==> src/rtl/stopwatch_counter.sv <==
// Stopwatch time-keeping core: four BCD digits (MM:SS) with run/stop,
// clear, and a manual adjust mode with a blinking selected field.
module stopwatch_counter (
    input  logic       clk_i,
    input  logic       reset_i,
    input  logic       tick_1hz_i,
    input  logic       tick_2hz_i,
    input  logic       pause_p_i,
    input  logic       clear_p_i,
    input  logic       adj_i,
    input  logic       sel_i,
    output logic [3:0] minutes_tens_o,
    output logic [3:0] minutes_units_o,
    output logic [3:0] seconds_tens_o,
    output logic [3:0] seconds_units_o,
    output logic       running_o,
    output logic       rollover_o,
    output logic [3:0] blank_o
);

    typedef enum logic [1:0] {
        STOPPED = 2'd0,
        RUNNING = 2'd1,
        ADJUST  = 2'd2
    } state_t;

    state_t     state_q, state_d;
    logic [3:0] mt_q, mu_q, st_q, su_q;
    logic [3:0] mt_d, mu_d, st_d, su_d;
    logic       blink_q, blink_d;
    logic       running_q, running_d;
    logic       rollover_q, rollover_d;
    logic [3:0] blank_q, blank_d;

    always_comb begin
        state_d    = state_q;
        mt_d       = mt_q;
        mu_d       = mu_q;
        st_d       = st_q;
        su_d       = su_q;
        blink_d    = blink_q;
        rollover_d = 1'b0;

        if (state_q == ADJUST && tick_2hz_i) begin
            blink_d = ~blink_q;
        end

        if (clear_p_i) begin
            mt_d = 4'd0;
            mu_d = 4'd0;
            st_d = 4'd0;
            su_d = 4'd0;
            if (state_q != ADJUST) begin
                state_d = STOPPED;
            end
        end else begin
            // Increments are decided by the pre-edge state; ">=" keeps any
            // digit from ever leaving its legal BCD range.
            if (state_q == RUNNING && tick_1hz_i) begin
                if (su_q >= 4'd9) begin
                    su_d = 4'd0;
                    if (st_q >= 4'd5) begin
                        st_d = 4'd0;
                        if (mu_q >= 4'd9) begin
                            mu_d = 4'd0;
                            if (mt_q >= 4'd9) begin
                                mt_d       = 4'd0;
                                rollover_d = 1'b1;
                            end else begin
                                mt_d = mt_q + 4'd1;
                            end
                        end else begin
                            mu_d = mu_q + 4'd1;
                        end
                    end else begin
                        st_d = st_q + 4'd1;
                    end
                end else begin
                    su_d = su_q + 4'd1;
                end
            end else if (state_q == ADJUST && tick_2hz_i) begin
                if (sel_i) begin
                    if (su_q >= 4'd9) begin
                        su_d = 4'd0;
                        st_d = (st_q >= 4'd5) ? 4'd0 : st_q + 4'd1;
                    end else begin
                        su_d = su_q + 4'd1;
                    end
                end else begin
                    if (mu_q >= 4'd9) begin
                        mu_d = 4'd0;
                        mt_d = (mt_q >= 4'd9) ? 4'd0 : mt_q + 4'd1;
                    end else begin
                        mu_d = mu_q + 4'd1;
                    end
                end
            end

            if (adj_i) begin
                state_d = ADJUST;
            end else if (state_q == ADJUST) begin
                state_d = STOPPED;
                blink_d = 1'b0;
            end else if (pause_p_i) begin
                state_d = (state_q == RUNNING) ? STOPPED : RUNNING;
            end
        end

        running_d = (state_d == RUNNING);
        if (state_d == ADJUST && blink_d) begin
            blank_d = sel_i ? 4'b0011 : 4'b1100;
        end else begin
            blank_d = 4'b0000;
        end
    end

    always_ff @(posedge clk_i) begin
        if (!reset_i) begin
            state_q    <= STOPPED;
            mt_q       <= 4'd0;
            mu_q       <= 4'd0;
            st_q       <= 4'd0;
            su_q       <= 4'd0;
            blink_q    <= 1'b0;
            running_q  <= 1'b0;
            rollover_q <= 1'b0;
            blank_q    <= 4'b0000;
        end else begin
            state_q    <= state_d;
            mt_q       <= mt_d;
            mu_q       <= mu_d;
            st_q       <= st_d;
            su_q       <= su_d;
            blink_q    <= blink_d;
            running_q  <= running_d;
            rollover_q <= rollover_d;
            blank_q    <= blank_d;
        end
    end

    assign minutes_tens_o  = mt_q;
    assign minutes_units_o = mu_q;
    assign seconds_tens_o  = st_q;
    assign seconds_units_o = su_q;
    assign running_o       = running_q;
    assign rollover_o      = rollover_q;
    assign blank_o         = blank_q;

endmodule

==> config.mk <==
export PLATFORM = sky130hd
export DESIGN_NAME = stopwatch_counter
export DESIGN_NICKNAME = d
export VERILOG_FILES = /design/src/rtl/stopwatch_counter.sv
export SDC_FILE = /design/constraint.sdc
export NUM_CORES = 1
export LEC_CHECK = 0
export BUFFER_PORTS_ARGS = -buffer_cell sky130_fd_sc_hd__buf_2
export CAP_MARGIN = 10
export CORE_ASPECT_RATIO = 1.75
export CORE_MARGIN = 1.5
export CORE_UTILIZATION = 34
export CTS_CLUSTER_SIZE = 14
export DETAILED_ROUTE_END_ITERATION = 10
export MAX_ROUTING_LAYER = met4
export PLACE_DENSITY = 0.55
export SLEW_MARGIN = 30
export SYNTH_ARGS = -nofsm -noshare
export SYNTH_HDL_FRONTEND = slang
export SYNTH_SLANG_ARGS = --single-unit
export TNS_END_PERCENT = 100
==> constraint.sdc <==
create_clock -name clk_i -period 2.5 [get_ports clk_i]
set_clock_uncertainty 0.2 [all_clocks]
set_input_delay 0.75 -clock clk_i [delete_from_list [all_inputs] [get_ports clk_i]]
set_output_delay 0.75 -clock clk_i [all_outputs]
set_load 0.1 [all_outputs]
==> metrics.md <==
| Metric | Value |
|---|---|
| Adder-Cell Fraction of Synth Area | `0.1173` |
| Boundary Pins | `30` |
| Largest family of logic cells by synthesized area | `simple AND/OR/NAND/NOR gates` |
| PwrDens | `441.6 nW/um^2` |
| Final ANT Viol Nets | `0` |
| Required time at the worst-slack endpoint | `1.55 ns` |
| Routability Congestion | `0.8059` |
| Switching power | `168.9 uW` |
| Post-CTS Setup Bufs | `0` |
| XOR/XNOR Fraction of Synth Area | `0.01369` |
| Post-synthesis sequential area ratio | `0.3597` |
| Initial antenna violation count | `0` |
| I/O Buffers | `29` |
| Resize count post-CTS | `0` |
| Final Slew Violations | `0` |
| Horiz. Die Dim | `49.38 microns` |
| Synth Area in Simple Gates | `0.2522` |
| Register share of total power | `0.560` |
| CP Capture Type | `primary output` |
| Min-Delay Path Class | `reg -> reg` |
| Comb pwr share | `0.096` |
| Peak supply drop | `0.3209 mV` |
| Gr ovfl total | `0` |
| Clk pwr share | `0.345` |
| Cell count after synthesis | `149` |
| CTS buffer count | `3` |
| DRC | `0` |
| WP buf/inv | `1` |
| Die Ht | `84.17 microns` |
| Synth cell count leaders | `dfxtp_1, nand2_1, a21oi_1` |
| Ys Warns | `0` |
| Initial Util | `0.3528` |
| Worst EP arrival | `1.15 ns` |
| Largest delay share family, worst path | `buffers and inverters` |
| CTS Buffer Depth | `2` |
| Design Power | `670.2 uW` |
| Fin crit share | `0.8406` |
| Hold_buf cts | `0` |
| Final hold slack | `0.2960 ns` |
| CTS tree | `done` |
| Hold Crit Start | `seconds_tens_o[1]` |
| Yosys reg bits | `23` |
| Detailed Place HPWL | `2270 microns` |
| Worst Reg-to-Reg Cells | `7` |
| Minimum clock period | `2.102 ns` |
| Total Neg Setup Slack | `0 ns` |
| RSZ-0062 raised after global routing | `false` |
| Row cnt | `29` |
| Core region area | `3628 sq um` |
| Synth top area share | `0.3597` |
| Worst Slack Setup Final | `0.3985 ns` |
| Fill cells | `383` |
| Post-synth net total | `169` |
| Number of synthesized flops with an enable pin | `0` |
| Crit-path max cell delay | `0.46 ns` |
| Complex-gate fraction of the synthesized area | `0.1828` |
| Slew Limit Headroom | `0.6427` |
| Root buffer cell | `clkbuf_8` |
| Worst Hold Path EP | `seconds_tens_o[1]` |
| Area grow syn2layout | `18.57%` |
| Final Hold Fails | `0` |
| Pin count of the biggest net entering global routing | `14` |
| FF-to-FF Start | `seconds_units_o[1]` |
| Die area | `4156 sq um` |
| Slowest cell on the critical path | `buf_2` |
| Ys flop type | `dfxtp_1` |
| Slew @ Worst Pin | `0.5359 ns` |
| Drt first pass iters | `4` |
| Routed vias | `1154` |
| Clock latency on the worst-skew pair | `0.27 ns` |
| First-pass GRT wire length | `4885 microns` |
| Dpl ws | `0.1812 ns` |
| Multiplexer area fraction after synthesis | `0.01564` |
| Inserted Diodes | `0` |
| Top-count cell post-synth | `dfxtp_1` |
| H-Tree Depth | `1` |
| Via density | `5.129` |
| Fmax | `0.4758 GHz` |
| Final setup viols | `0` |
| Iteration-0 DRC Markers | `13` |
| Max-cap violations | `0` |
| Area of the multi-input gates | `744.5 sq um` |
| Max FO, Critical Path | `6` |
| Worst path cell trace | `buf_2` |
| Storage cell area | `467.9 sq um` |
| NumNets Final | `200` |
| Hold path cells | `2` |
| FF-to-FF setup slack | `0.40 ns` |
| Synth area leader | `dfxtp_1` |
| Synth cell types | `39` |
| Synth async-reset ratio | `0` |
| Drt wl/cell | `12.48 microns` |
| GRT Total Usage | `0.1500` |
| Reg clk slew, reported paths | `0.08 ns` |
| Layout cells sized above 1 | `0.2402` |
| Outcome | `finished, final reports clean` |
| Syn avg cell area | `8.590 sq um` |
| Switching Share | `0.2520` |
| RR Endpoint | `minutes_units_o[3]` |
| Levels on crit path | `1` |
| Post-synthesis instance area | `1280 sq um` |
| Critical Setup Path Class | `reg -> out` |
| Clk sinks | `23` |
| Total internal power | `501.3 uW` |
| Leakage power | `0.6560 nW` |
| Vias in the first global route | `1140` |
| Synth top area cells | `dfxtp_1, ha_1, a21oi_1` |
| CP startpoint kind | `flop` |
| Drt total wl | `2807 microns` |
==> registers in the layout (all words and copies together), names as in the netlist <==
| name | flops |
|---|---|
| seconds_units_o | 4 |
| seconds_tens_o | 4 |
| blink_q | 1 |
| running_o | 1 |
| minutes_tens_o | 4 |
| rollover_o | 1 |
| blank_o | 2 |
| state_q | 2 |
| minutes_units_o | 4 |
==> cells by family (layout without fill, tap and decap cells) <==
family | Yosys count | count (layout)
xor+xnor | 2 | 2
fa+ha+maj | 12 | 12
mux | 2 | 2
simple gates | 59 | 59
buf+inv | 16 | 46
compound gates | 35 | 35
flops | 23 | 23
==> area by class of cell <==
type                    count  share of cell area
clock buffers               3             0.02721
clock inverters             1            0.003298
inverters                  11             0.02721
multi-input cells         110              0.4905
flip-flops and latches     23              0.3083
well taps                  46             0.03792
repair buffers             31              0.1055
==> cells in the final DEF (no fill, tap or decap), drive strengths merged, types with 2 or more instances in the layout <==
cell type and count:
ha 12, nand2b 5, o211ai 2, xnor2 2, o31ai 2, a21oi 13
nand3b 2, and3 2, nand3 9, buf 31, clkbuf 3, nor2 10
or3b 2, nand2 14, inv 11, and3b 2, nor3 3, dfxtp 23
o21ai 8, nand4b 3, mux2i 2, nor2b 2
==> per-stage QoR <==
stage,utilization,area [sq um],cells
final,0.4183,1518,225
after global routing,0.4183,1518,225
after CTS,0.4183,1518,225
after detailed placement,0.4055,1471,221
after global placement,0.4055,1471,221
after floorplan,-,1287,149
==> power by group through the flow <==
stage | registers [mW] | logic, mW | clock network [mW]
6_report | 0.375 | 0.0642 | 0.231
5_1_grt | 0.376 | 0.0699 | 0.258
4_1_cts | 0.375 | 0.0648 | 0.243
3_5_place_dp | 0.384 | 0.0646 | 0
3_3_place_gp | 0.384 | 0.0630 | 0
2_1_floorplan | 0.395 | 0.0341 | 0
==> worst max-delay path by stage <==
stage	from	endpoint	slack, ns
finish	minutes_units_o[0]	minutes_units_o[0]	0.40
global route	seconds_units_o[1]	minutes_units_o[2]	0.25
CTS	seconds_units_o[1]	minutes_tens_o[2]	0.38
detailed placement	tick_1hz_i	seconds_tens_o[2]	0.18
global placement	tick_1hz_i	seconds_tens_o[2]	0.27
floorplan	minutes_tens_o[1]	minutes_tens_o[2]	0.05
==> routing by layer <==
layer | wire length, microns | global-route usage | vias up | share of wire
li1 | - | - | 588 | -
met1 | 1084 | 0.1464 | 547 | 0.39
met2 | 1624 | 0.2899 | 15 | 0.58
met3 | 56 | 0.01601 | 4 | 0.020
met4 | 41 | 0.06061 | 0 | 0.015
met5 | 0 | - | - | 0
Note: power is estimated with default switching activity, not from simulation.
